<file path="config.mk">
export PLATFORM = sky130hd
export DESIGN_NAME = osnt_sume_ipif_regfile
export DESIGN_NICKNAME = d
export VERILOG_FILES = /design/src/rtl/osnt_sume_regfile_pkg.sv /design/src/rtl/osnt_sume_ack_timer.sv /design/src/rtl/osnt_sume_ipif_regfile.sv
export SDC_FILE = /design/constraint.sdc
export NUM_CORES = 1
export LEC_CHECK = 0
export ABC_CLOCK_PERIOD_IN_PS = 6800
export BUFFER_PORTS_ARGS = -buffer_cell sky130_fd_sc_hd__buf_2
export CAP_MARGIN = 20
export CORE_MARGIN = 2
export CORE_UTILIZATION = 50
export DETAILED_ROUTE_END_ITERATION = 8
export GPL_TIMING_DRIVEN = 0
export PLACE_DENSITY = 0.8
export SETUP_SLACK_MARGIN = 0.1
export SYNTH_ARGS = -nofsm -noshare
export SYNTH_HDL_FRONTEND = slang
export SYNTH_SLANG_ARGS = --single-unit
export TNS_END_PERCENT = 1
</file>
<file path="constraint.sdc">
create_clock -name S_AXI_ACLK -period 6.8 [get_ports S_AXI_ACLK]
set_input_delay 0.34 -clock S_AXI_ACLK [delete_from_list [all_inputs] [get_ports S_AXI_ACLK]]
set_output_delay 0.34 -clock S_AXI_ACLK [all_outputs]
set_load 0.005 [all_outputs]
</file>
<file path="src/rtl/osnt_sume_regfile_pkg.sv">
// Shared types and constants for the OSNT SUME IPIF register file.
package osnt_sume_regfile_pkg;

  localparam int REG_W = 32;
  localparam int BE_W  = REG_W / 8;
  localparam int LAT_W = 8;

  localparam logic RESP_OK  = 1'b0;
  localparam logic RESP_ERR = 1'b1;

  typedef enum logic [2:0] {
    ST_IDLE,
    ST_WR_RDY,
    ST_WR_DONE,
    ST_RD_RDY,
    ST_RD_DONE
  } state_e;

  // Number of bits needed to hold 'value'. At exact powers of two this is one
  // more than $clog2, so the index window always reaches past the last
  // implemented register and stray addresses just above the map decode as
  // out-of-range instead of aliasing onto a real register.
  function automatic int clog2(input int value);
    int bits;
    bits = 1;
    for (int i = 0; i < 31; i++) begin
      if ((value >> i) != 0) bits = i + 1;
    end
    return bits;
  endfunction

endpackage

</file>
<file path="src/rtl/osnt_sume_ack_timer.sv">
// Ack latency counter shared by the read and write RDY states. Loads 1 on
// start, counts while running and saturates at C_ACK_LATENCY.
module osnt_sume_ack_timer
  import osnt_sume_regfile_pkg::*;
#(
  parameter int C_ACK_LATENCY = 3
) (
  input  logic S_AXI_ACLK,
  input  logic rst_n,
  input  logic start,
  input  logic clear,
  input  logic run,
  output logic expire
);

  logic [LAT_W-1:0] cnt_q;

  // Latency counter: clear wins over start, start wins over counting.
  always_ff @(posedge S_AXI_ACLK or negedge rst_n) begin
    if (!rst_n) begin
      cnt_q <= '0;
    end else if (clear) begin
      cnt_q <= '0;
    end else if (start) begin
      cnt_q <= LAT_W'(1);
    end else if (run && (cnt_q != LAT_W'(C_ACK_LATENCY))) begin
      cnt_q <= cnt_q + 1'b1;
    end
  end

  assign expire = run && (cnt_q == LAT_W'(C_ACK_LATENCY));

endmodule

</file>
<file path="src/rtl/osnt_sume_ipif_regfile.sv">
// IPIF register-file slave: C_NUM_RW byte-writable control registers followed
// by C_NUM_RO read-only status registers, with programmable ack latency and
// error reporting on RO writes and out-of-range accesses.
// Optional clear-on-read strobes: define OSNT_SUME_REGFILE_CLR_ON_READ_EN.
module osnt_sume_ipif_regfile
  import osnt_sume_regfile_pkg::*;
#(
  parameter int          C_S_AXI_DATA_WIDTH = 32,
  parameter int          C_S_AXI_ADDR_WIDTH = 32,
  parameter int          C_NUM_RW           = 4,
  parameter int          C_NUM_RO           = 4,
  parameter int          C_ACK_LATENCY      = 3,
  parameter logic [31:0] C_RW_RESET_VAL     = 32'h0
) (
  input  logic                                        S_AXI_ACLK,
  input  logic                                        S_AXI_ARESETN,
  input  logic [C_S_AXI_ADDR_WIDTH-1:0]               Bus2IP_Addr,
  input  logic                                        Bus2IP_CS,
  input  logic                                        Bus2IP_RNW,
  input  logic [C_S_AXI_DATA_WIDTH-1:0]               Bus2IP_Data,
  input  logic [C_S_AXI_DATA_WIDTH/8-1:0]             Bus2IP_BE,
  output logic [C_S_AXI_DATA_WIDTH-1:0]               IP2Bus_Data,
  output logic                                        IP2Bus_RdAck,
  output logic                                        IP2Bus_WrAck,
  output logic                                        IP2Bus_Error,
  output logic [REG_W*C_NUM_RW-1:0]                   reg_out,
  output logic [C_NUM_RW-1:0]                         reg_wr_pulse,
  input  logic [REG_W*((C_NUM_RO > 0) ? C_NUM_RO : 1)-1:0] status_in,
  output logic [((C_NUM_RO > 0) ? C_NUM_RO : 1)-1:0]  rd_clr_pulse
);

  localparam int IDX_W = clog2(C_NUM_RW + C_NUM_RO);

  state_e           state_q;
  logic [IDX_W-1:0] idx_q;
  logic [REG_W-1:0] wdata_q;
  logic [BE_W-1:0]  be_q;
  logic [REG_W-1:0] rw_q [C_NUM_RW];

  int               idx_i;
  logic             wr_hit;
  logic             rd_hit;
  logic [REG_W-1:0] rd_word;
  logic             in_rdy;
  logic             timer_start;
  logic             timer_clear;
  logic             expire;
  logic             wr_commit;
  logic             rd_fire;
  logic             unused_addr;

  // Only the word-index field of the address is decoded.
  assign unused_addr = ^{Bus2IP_Addr[C_S_AXI_ADDR_WIDTH-1:IDX_W+2], Bus2IP_Addr[1:0]};

  assign idx_i       = int'(idx_q);
  assign wr_hit      = (idx_i < C_NUM_RW);
  assign in_rdy      = (state_q == ST_WR_RDY) || (state_q == ST_RD_RDY);
  assign timer_start = (state_q == ST_IDLE) && Bus2IP_CS;
  assign timer_clear = in_rdy && (!Bus2IP_CS || expire);
  assign wr_commit   = (state_q == ST_WR_RDY) && Bus2IP_CS && expire && wr_hit;
  assign rd_fire     = (state_q == ST_RD_RDY) && Bus2IP_CS && expire;

  osnt_sume_ack_timer #(
    .C_ACK_LATENCY (C_ACK_LATENCY)
  ) u_ack_timer (
    .S_AXI_ACLK (S_AXI_ACLK),
    .rst_n      (S_AXI_ARESETN),
    .start      (timer_start),
    .clear      (timer_clear),
    .run        (in_rdy),
    .expire     (expire)
  );

  // Read mux over RW registers then RO status words; misses return 0.
  always_comb begin
    rd_word = '0;
    rd_hit  = 1'b0;
    for (int i = 0; i < C_NUM_RW; i++) begin
      if (idx_i == i) begin
        rd_word = rw_q[i];
        rd_hit  = 1'b1;
      end
    end
    for (int j = 0; j < C_NUM_RO; j++) begin
      if (idx_i == C_NUM_RW + j) begin
        rd_word = status_in[REG_W*j +: REG_W];
        rd_hit  = 1'b1;
      end
    end
  end

  // Bus FSM: latch request, wait out the latency, pulse one ack, wait for CS low.
  always_ff @(posedge S_AXI_ACLK or negedge S_AXI_ARESETN) begin
    if (!S_AXI_ARESETN) begin
      state_q      <= ST_IDLE;
      idx_q        <= '0;
      wdata_q      <= '0;
      be_q         <= '0;
      IP2Bus_Data  <= '0;
      IP2Bus_RdAck <= 1'b0;
      IP2Bus_WrAck <= 1'b0;
      IP2Bus_Error <= 1'b0;
    end else begin
      IP2Bus_RdAck <= 1'b0;
      IP2Bus_WrAck <= 1'b0;
      IP2Bus_Error <= 1'b0;
      case (state_q)
        ST_IDLE: begin
          if (Bus2IP_CS) begin
            idx_q   <= Bus2IP_Addr[IDX_W+1:2];
            wdata_q <= Bus2IP_Data;
            be_q    <= Bus2IP_BE;
            state_q <= Bus2IP_RNW ? ST_RD_RDY : ST_WR_RDY;
          end
        end
        ST_WR_RDY: begin
          if (!Bus2IP_CS) begin
            state_q <= ST_IDLE;
          end else if (expire) begin
            IP2Bus_WrAck <= 1'b1;
            IP2Bus_Error <= wr_hit ? RESP_OK : RESP_ERR;
            state_q      <= ST_WR_DONE;
          end
        end
        ST_RD_RDY: begin
          if (!Bus2IP_CS) begin
            state_q <= ST_IDLE;
          end else if (expire) begin
            IP2Bus_RdAck <= 1'b1;
            IP2Bus_Error <= rd_hit ? RESP_OK : RESP_ERR;
            IP2Bus_Data  <= rd_word;
            state_q      <= ST_RD_DONE;
          end
        end
        ST_WR_DONE: begin
          if (!Bus2IP_CS) state_q <= ST_IDLE;
        end
        ST_RD_DONE: begin
          if (!Bus2IP_CS) begin
            state_q     <= ST_IDLE;
            IP2Bus_Data <= '0;
          end
        end
        default: state_q <= ST_IDLE;
      endcase
    end
  end

  // RW registers: byte-enabled commit on the WrAck edge; pulse fires even with BE=0.
  always_ff @(posedge S_AXI_ACLK or negedge S_AXI_ARESETN) begin
    if (!S_AXI_ARESETN) begin
      for (int i = 0; i < C_NUM_RW; i++) rw_q[i] <= C_RW_RESET_VAL;
      reg_wr_pulse <= '0;
    end else begin
      reg_wr_pulse <= '0;
      for (int i = 0; i < C_NUM_RW; i++) begin
        if (wr_commit && (idx_i == i)) begin
          reg_wr_pulse[i] <= 1'b1;
          for (int b = 0; b < BE_W; b++) begin
            if (be_q[b]) rw_q[i][8*b +: 8] <= wdata_q[8*b +: 8];
          end
        end
      end
    end
  end

  for (genvar g = 0; g < C_NUM_RW; g++) begin : g_reg_out
    assign reg_out[REG_W*g +: REG_W] = rw_q[g];
  end

`ifdef OSNT_SUME_REGFILE_CLR_ON_READ_EN
  // Clear-on-read strobe for the RO register being acked this cycle.
  always_ff @(posedge S_AXI_ACLK or negedge S_AXI_ARESETN) begin
    if (!S_AXI_ARESETN) begin
      rd_clr_pulse <= '0;
    end else begin
      rd_clr_pulse <= '0;
      for (int j = 0; j < C_NUM_RO; j++) begin
        if (rd_fire && (idx_i == C_NUM_RW + j)) rd_clr_pulse[j] <= 1'b1;
      end
    end
  end
`else
  logic unused_rd_fire;
  assign unused_rd_fire = rd_fire;
  assign rd_clr_pulse   = '0;
`endif

endmodule

</file>
### Word level (Yosys, flattened, before mapping)

Cells that the tools add are included.

| word-level totals | value |
|---|---|
| flip-flop bits (word level) | 218 |
| bits of input ports | 200 |
| logic and storage cells | 132 |

| cells by class | value |
|---|---|
| add/subtract/negate cells | 1 |
| $lt $le $gt $ge | 1 |
| equal/unequal tests | 20 |
| muxes and demuxes | 46 |
| reduce and logical (&&, ||, !) cells | 38 |

Operator list:

| kind | count |
|---|---|
| $mux 32 | 11 |
| $pmux 32 s2 | 1 |
| $reduce_and 2->1 | 17 |
| $logic_not 32->1 | 1 |
| $mux 8 | 3 |
| $mux 1 | 22 |
| $mux 3 | 6 |
| $eq 4x4->1 const B | 4 |
| $pmux 3 s4 | 1 |
| $logic_and 1x1->1 | 11 |
| $ne 2x2->1 const B | 5 |
| $add 8x1->8 const B | 1 |
| $eq 4x3->1 const B | 2 |
| $eq 8x2->1 const B | 1 |
| $ne 8x2->1 const B | 1 |
| $reduce_and 4->1 | 2 |
| $eq 3x2->1 const B | 2 |
| $ne 3x3->1 const B | 2 |
| $eq 4x2->1 const B | 1 |
| $lt 4x3->1 const B | 1 |
| $eq 3x1->1 const B | 1 |
| $eq 3x3->1 const B | 1 |
| $logic_not 3->1 | 1 |
| $reduce_bool 3->1 | 1 |
| 6 further kinds | 7 |

### Depth between registers and ports, before layout

| depth | value |
|---|---|
| depth after elaboration | 13 |
| gate-level depth with buffers | 8 |
| gate-level depth less buffers | 6 |

### Modules after synthesis

A second synthesis with hierarchy kept.

| second synthesis, totals | value |
|---|---|
| cell total of the unflattened synthesis | 860 |
| area total of the unflattened synthesis | 10889.2 um^2 |

Modules (own cells, without submodules):

| module | times used | cells an instance | area each (um^2) | seq. area each (um^2) |
|---|---|---|---|---|
| osnt_sume_ipif_regfile | 1 | 812 | 10418.7 | 5255.0 |
| osnt_sume_ack_timer | 1 | 48 | 470.5 | 200.2 |

### Worst setup path before layout

Ideal clock, no wire load.

| path | value |
|---|---|
| path kind | register to register |
| start point | register u_ack_timer.cnt_q[0] |
| end point | register rw_q (netlist bit reg_out[100]) |
| setup time | 125 ps |
| arrival time | 2067 ps |
| data required time | 6675 ps |
| slack | 4608 ps |
| cell stages (with the launch flop) | 7 |
| buffers on the path | 1 |
| cell sequence | dfrtp_1 -> ha_1 -> nor4b_2 -> nand2_1 -> buf_6 -> nor4_4 -> mux2_2 |

| between the ends | value |
|---|---|
| longest elaborated chain between the ends | 6 |

Ends and longest elaborated chain:

| what | line | RTL |
|---|---|---|
| start, declared | osnt_sume_ack_timer.sv:16 | `logic [LAT_W-1:0] cnt_q;` |
| start signal, assigned | osnt_sume_ack_timer.sv:27 | `cnt_q <= cnt_q + 1'b1;` |
| $eq 8x2->1 | osnt_sume_ack_timer.sv:31 | `assign expire = run && (cnt_q == LAT_W'(C_ACK_LATENCY));` |
| $logic_and 1x1->1 | osnt_sume_ack_timer.sv:31 |  |
| $logic_and 1x1->1 (2 in series) | osnt_sume_ipif_regfile.sv:60 | `assign wr_commit = (state_q == ST_WR_RDY) && Bus2IP_CS && expire && wr_hit;` |
| $logic_and 1x1->1 | osnt_sume_ipif_regfile.sv:157 | `if (wr_commit && (idx_i == i)) begin` |
| $reduce_and 2->1 (no line) | - |  |
| end signal, assigned by index | osnt_sume_ipif_regfile.sv:160 | `if (be_q[b]) rw_q[i][8*b +: 8] <= wdata_q[8*b +: 8];` |
| end, declared | osnt_sume_ipif_regfile.sv:38 | `logic [REG_W-1:0] rw_q [C_NUM_RW];` |

No other way between the ends.
A chain may end at the register's enable or synchronous reset.

### Final worst setup path

| path | value |
|---|---|
| start point | register idx_q[0] |
| end point | register IP2Bus_Data[22] |

| between the ends | value |
|---|---|
| longest elaborated chain between the ends | 12 |
| elaborated cells on any way between the ends | 19 |
| those cells by class | eq/ne: 7; mux: 11; reduce/logical: 1 |

Ends and longest elaborated chain:

| what | line | RTL |
|---|---|---|
| start, declared | osnt_sume_ipif_regfile.sv:35 | `logic [IDX_W-1:0] idx_q;` |
| start signal, assigned | osnt_sume_ipif_regfile.sv:110 | `idx_q <= Bus2IP_Addr[IDX_W+1:2];` |
| $logic_not 32->1 | osnt_sume_ipif_regfile.sv:79 | `if (idx_i == i) begin` |
| $mux 32 (4 in series) | osnt_sume_ipif_regfile.sv:79 |  |
| $mux 32 (3 in series) | osnt_sume_ipif_regfile.sv:85 | `if (idx_i == C_NUM_RW + j) begin` |
| $mux 32 (*) | osnt_sume_ipif_regfile.sv:85 |  |
| $mux 32 (*) | osnt_sume_ipif_regfile.sv:128 | `end else if (expire) begin` |
| $mux 32 (*) | osnt_sume_ipif_regfile.sv:126 | `if (!Bus2IP_CS) begin` |
| $pmux 32 s2 (*) | osnt_sume_ipif_regfile.sv:107 | `case (state_q)` |
| end signal, assigned | osnt_sume_ipif_regfile.sv:131 | `IP2Bus_Data <= rd_word;` |
| end, declared | osnt_sume_ipif_regfile.sv:22 | `output logic [C_S_AXI_DATA_WIDTH-1:0] IP2Bus_Data,` |

Every way passes the cells marked *; elsewhere a longest branch is shown, timed or not. The select of a mux whose other input is x is not followed.

==> qor.txt <==
Status: complete, no violations
Clock-pin slew on the worst setup and hold paths: 60 ps
Slew @ Worst Pin: 1080 ps
WS Path Type: flop to flop
Die width: 151.2 µm
Core Footprint: 0.02115 mm²
Final ANT Viol Nets: 0
Initial antenna violation count: 3
Worst R2R End: IP2Bus_Data[22]$_DFFE_PN0P_
Hold WC Path Type: primary input to flop
# port buffers: 338
Worst-path fanout max: 10
Top cells by instance count after synthesis: dfrtp_1 (218), mux2_2 (172), o21ai_0 (84)
Slew headroom: 27.97%
Vias in the first global route: 9,655
Share of layout cells above drive strength 1: 45.29%
Synth top area cells: dfrtp_1 (50%), mux2_2 (18%), o21ai_0 (3.9%)
Fin crit period: 2888 ps
Starting Density: 51.20%
Die Y-Extent: 151.2 µm
Site Rows: 53
Worst setup path startpoint: idx_q[0]$_DFFE_PN0P_
Top_reg_cell synth: dfrtp_1
Vias: 9,758
RSZ-0062 raised after global routing: no
Yosys top cell area share: 50.36%
CTS max path bufs: 3
Slew Limit Fails: 0
Crit. End Element: flop
Dpl hpwl: 29.75 mm
First drt pass iteration count: 8
P_leak: 6.938 nW
Critical Path AT: 3300 ps
# clock sinks: 218
WL/cell: 25.36 µm
H-tree levels: 1
Placed cell count: 1,558
Final setup viols: 0
Sequential area share after synthesis: 50.36%
Fin. Hold Viols: 0
Final period util: 42.47%
Clock latency at the later pin of the worst-skew pair: 520 ps
Total Die Area: 0.02286 mm²
Area growth from synthesis to layout: 27.32%
Maxcap violations: 0
Max Freq: 0.3463 GHz
Global-route wire length before repair: 58.71 mm
Leading area contributor after synthesis: dfrtp_1
Reg2Reg Setup Slack: 3910 ps
Synth cell types: 48
Cell area power density: 367.9 mW/mm²
Vias per cell: 6.080
Crit start category: flop
Global Route Usage Sum: 35.30%
Layout Cells excl Fill: 1,605
GPL Wtd Cong: 0.9537
Crit path to: IP2Bus_Data[22]$_DFFE_PN0P_
Async SR Flop Fraction: 100.0%
Flop and latch count out of synthesis: 218
Maximum VDD drop: 0.2094 mV
Cts repair resizes: 0
Clock skew: 13.52 ps
Fill cells: 1,689
# IOs: 371
1st-iter DRT viols: 618
Cells on worst reg2reg path: 7
DRC errors left: 0
Synthesized instance count: 940
Most frequent cell after synthesis: dfrtp_1
Nets@finish: 1,511
Mapped cell area: 0.01083 mm²
CTS tree: done
Total Wirelength: 40.70 mm
Yosys Warn Count: 0
Setup TNS: 0 ps
Worst r2r src: idx_q[0]$_DFFE_PN0P_
Gr ovfl total: 0
Largest net degree at the start of global routing: 93
Num CTS Buffers: 24
Syn Area/Cell: 11.52 µm²
Clk root buf: clkbuf_16
Required time worst endpoint: 7210 ps
EDFF count, synth: 0
[critical path, stage by stage (launching register included)]
cell,delay (ps)
dfrtp_1,320
buf_4,140
clkbuf_1,570
buf_1,820
o21ai_0,210
o2111ai_1,190
o221ai_1,220
a32o_1,300
[routing by layer]
layer / vias up / track usage, % / share of wire, %
met4: 4 / 15.05 / 4.4
met2: 608 / 58.91 / 48
li1: 4174 / - / -
met1: 4857 / 43.66 / 37
met3: 115 / 8.976 / 10
met5: - / 0 / 0.064
[cells in the final DEF, fill, tap and decap left out, types with 3 or more instances in the layout]
cell,n
a211oi_1,9
a21oi_1,22
a22o_1,3
a32o_1,28
buf_2,342
buf_4,6
bufinv_16,3
clkbuf_1,53
clkbuf_16,24
clkbuf_8,5
clkinv_2,4
clkinvlp_4,3
conb_1,4
dfrtp_1,218
diode_2,3
inv_1,26
mux2_2,172
mux2i_1,13
mux4_2,13
nand2_1,59
nand2b_1,25
nand3_1,6
nor2_1,70
nor2_2,8
nor2b_1,33
nor3_1,6
nor4_4,8
o2111ai_1,20
o21ai_0,84
o221ai_1,20
o22ai_1,3
o31ai_1,3
[how the worst min path moves through the flow]
stage                           startpoint                          end  slack (ps)  depth (start not counted)
2_1_floorplan                S_AXI_ARESETN   IP2Bus_Data[0]$_DFFE_PN0P_          40                          0
3_3_place_gp   IP2Bus_Data[30]$_DFFE_PN0P_  IP2Bus_Data[30]$_DFFE_PN0P_         460                          1
3_5_place_dp                 S_AXI_ARESETN      wdata_q[25]$_DFFE_PN0P_         250                          1
4_1_cts                     Bus2IP_Addr[3]         idx_q[1]$_DFFE_PN0P_          30                          2
5_1_grt                     Bus2IP_Data[3]       wdata_q[3]$_DFFE_PN0P_          40                          2
6_report                      Bus2IP_BE[0]          be_q[0]$_DFFE_PN0P_          50                          2
[metrics by stage]
| step | total power (W) | worst slack [ps] | cell area, µm² | util, % | hold WS (ps) |
|---|---|---|---|---|---|
| 6_report | 0.005074 | 3912 | 13790 | 65.19 | 46.28 |
| 5_1_grt | 0.005281 | 3841 | 13790 | 65.17 | 38.53 |
| 4_1_cts | 0.005034 | 3954 | 13780 | 65.16 | 26.58 |
| 3_5_place_dp | 0.003668 | 3961 | 12940 | 61.19 | 250.3 |
| 3_3_place_gp | 0.003603 | 1668 | 12880 | 60.88 | 461.0 |
| 2_1_floorplan | 0.002853 | 4608 | 10840 | - | 44.41 |
[final cells by class]
class / instances / area, µm² / share of cell area, %
Inverter: 26 / 97.59 / 0.7077
Antenna cell: 3 / 7.507 / 0.05444
Clock buffer: 32 / 680.7 / 4.936
Sequential cell: 218 / 5455 / 39.56
Buffer: 65 / 287.8 / 2.087
Tap cell: 275 / 344.1 / 2.495
Multi-Input combinational cell: 634 / 5002 / 36.27
Timing Repair Buffer: 341 / 1767 / 12.81
Clock inverter: 11 / 148.9 / 1.080
[report_power, final]
part	internal [W]	switching, W	total (W)
Clock	0.000818	0.000543	0.00136
Sequential	0.00152	0.000225	0.00174
Combinational	0.000688	0.00128	0.00197
Total	0.00302	0.00205	0.00507
[cell families (layout without fill, tap and decap cells)]
kind of cell	Yosys count	in the layout	synth area share (%)
adders and majority gates	1	1	0.1155
DFF	218	218	50.36
muxes	198	198	21.79
other	1	7	0.03462
xor gates and xnor gates	1	1	0.08087
AOI/OAI and AO/OA	201	201	12.67
and+or+nand+nor	229	229	11.39
buffers and inverters	91	475	3.558
[flip-flops by register name, summed over array words and instances (netlist names), 3 cells and up]
register           cells
wdata_q               32
u_ack_timer.cnt_q      8
IP2Bus_Data           32
reg_wr_pulse           4
idx_q                  4
reg_out              128
be_q                   4
state_q                3
[what timing repair did]
action                    in CTS  in global routing
buffers inserted               0                  0
hold buffers                   1                  0
hold endpoints to repair      42                  0
Note: power is estimated with default switching activity, not from simulation.
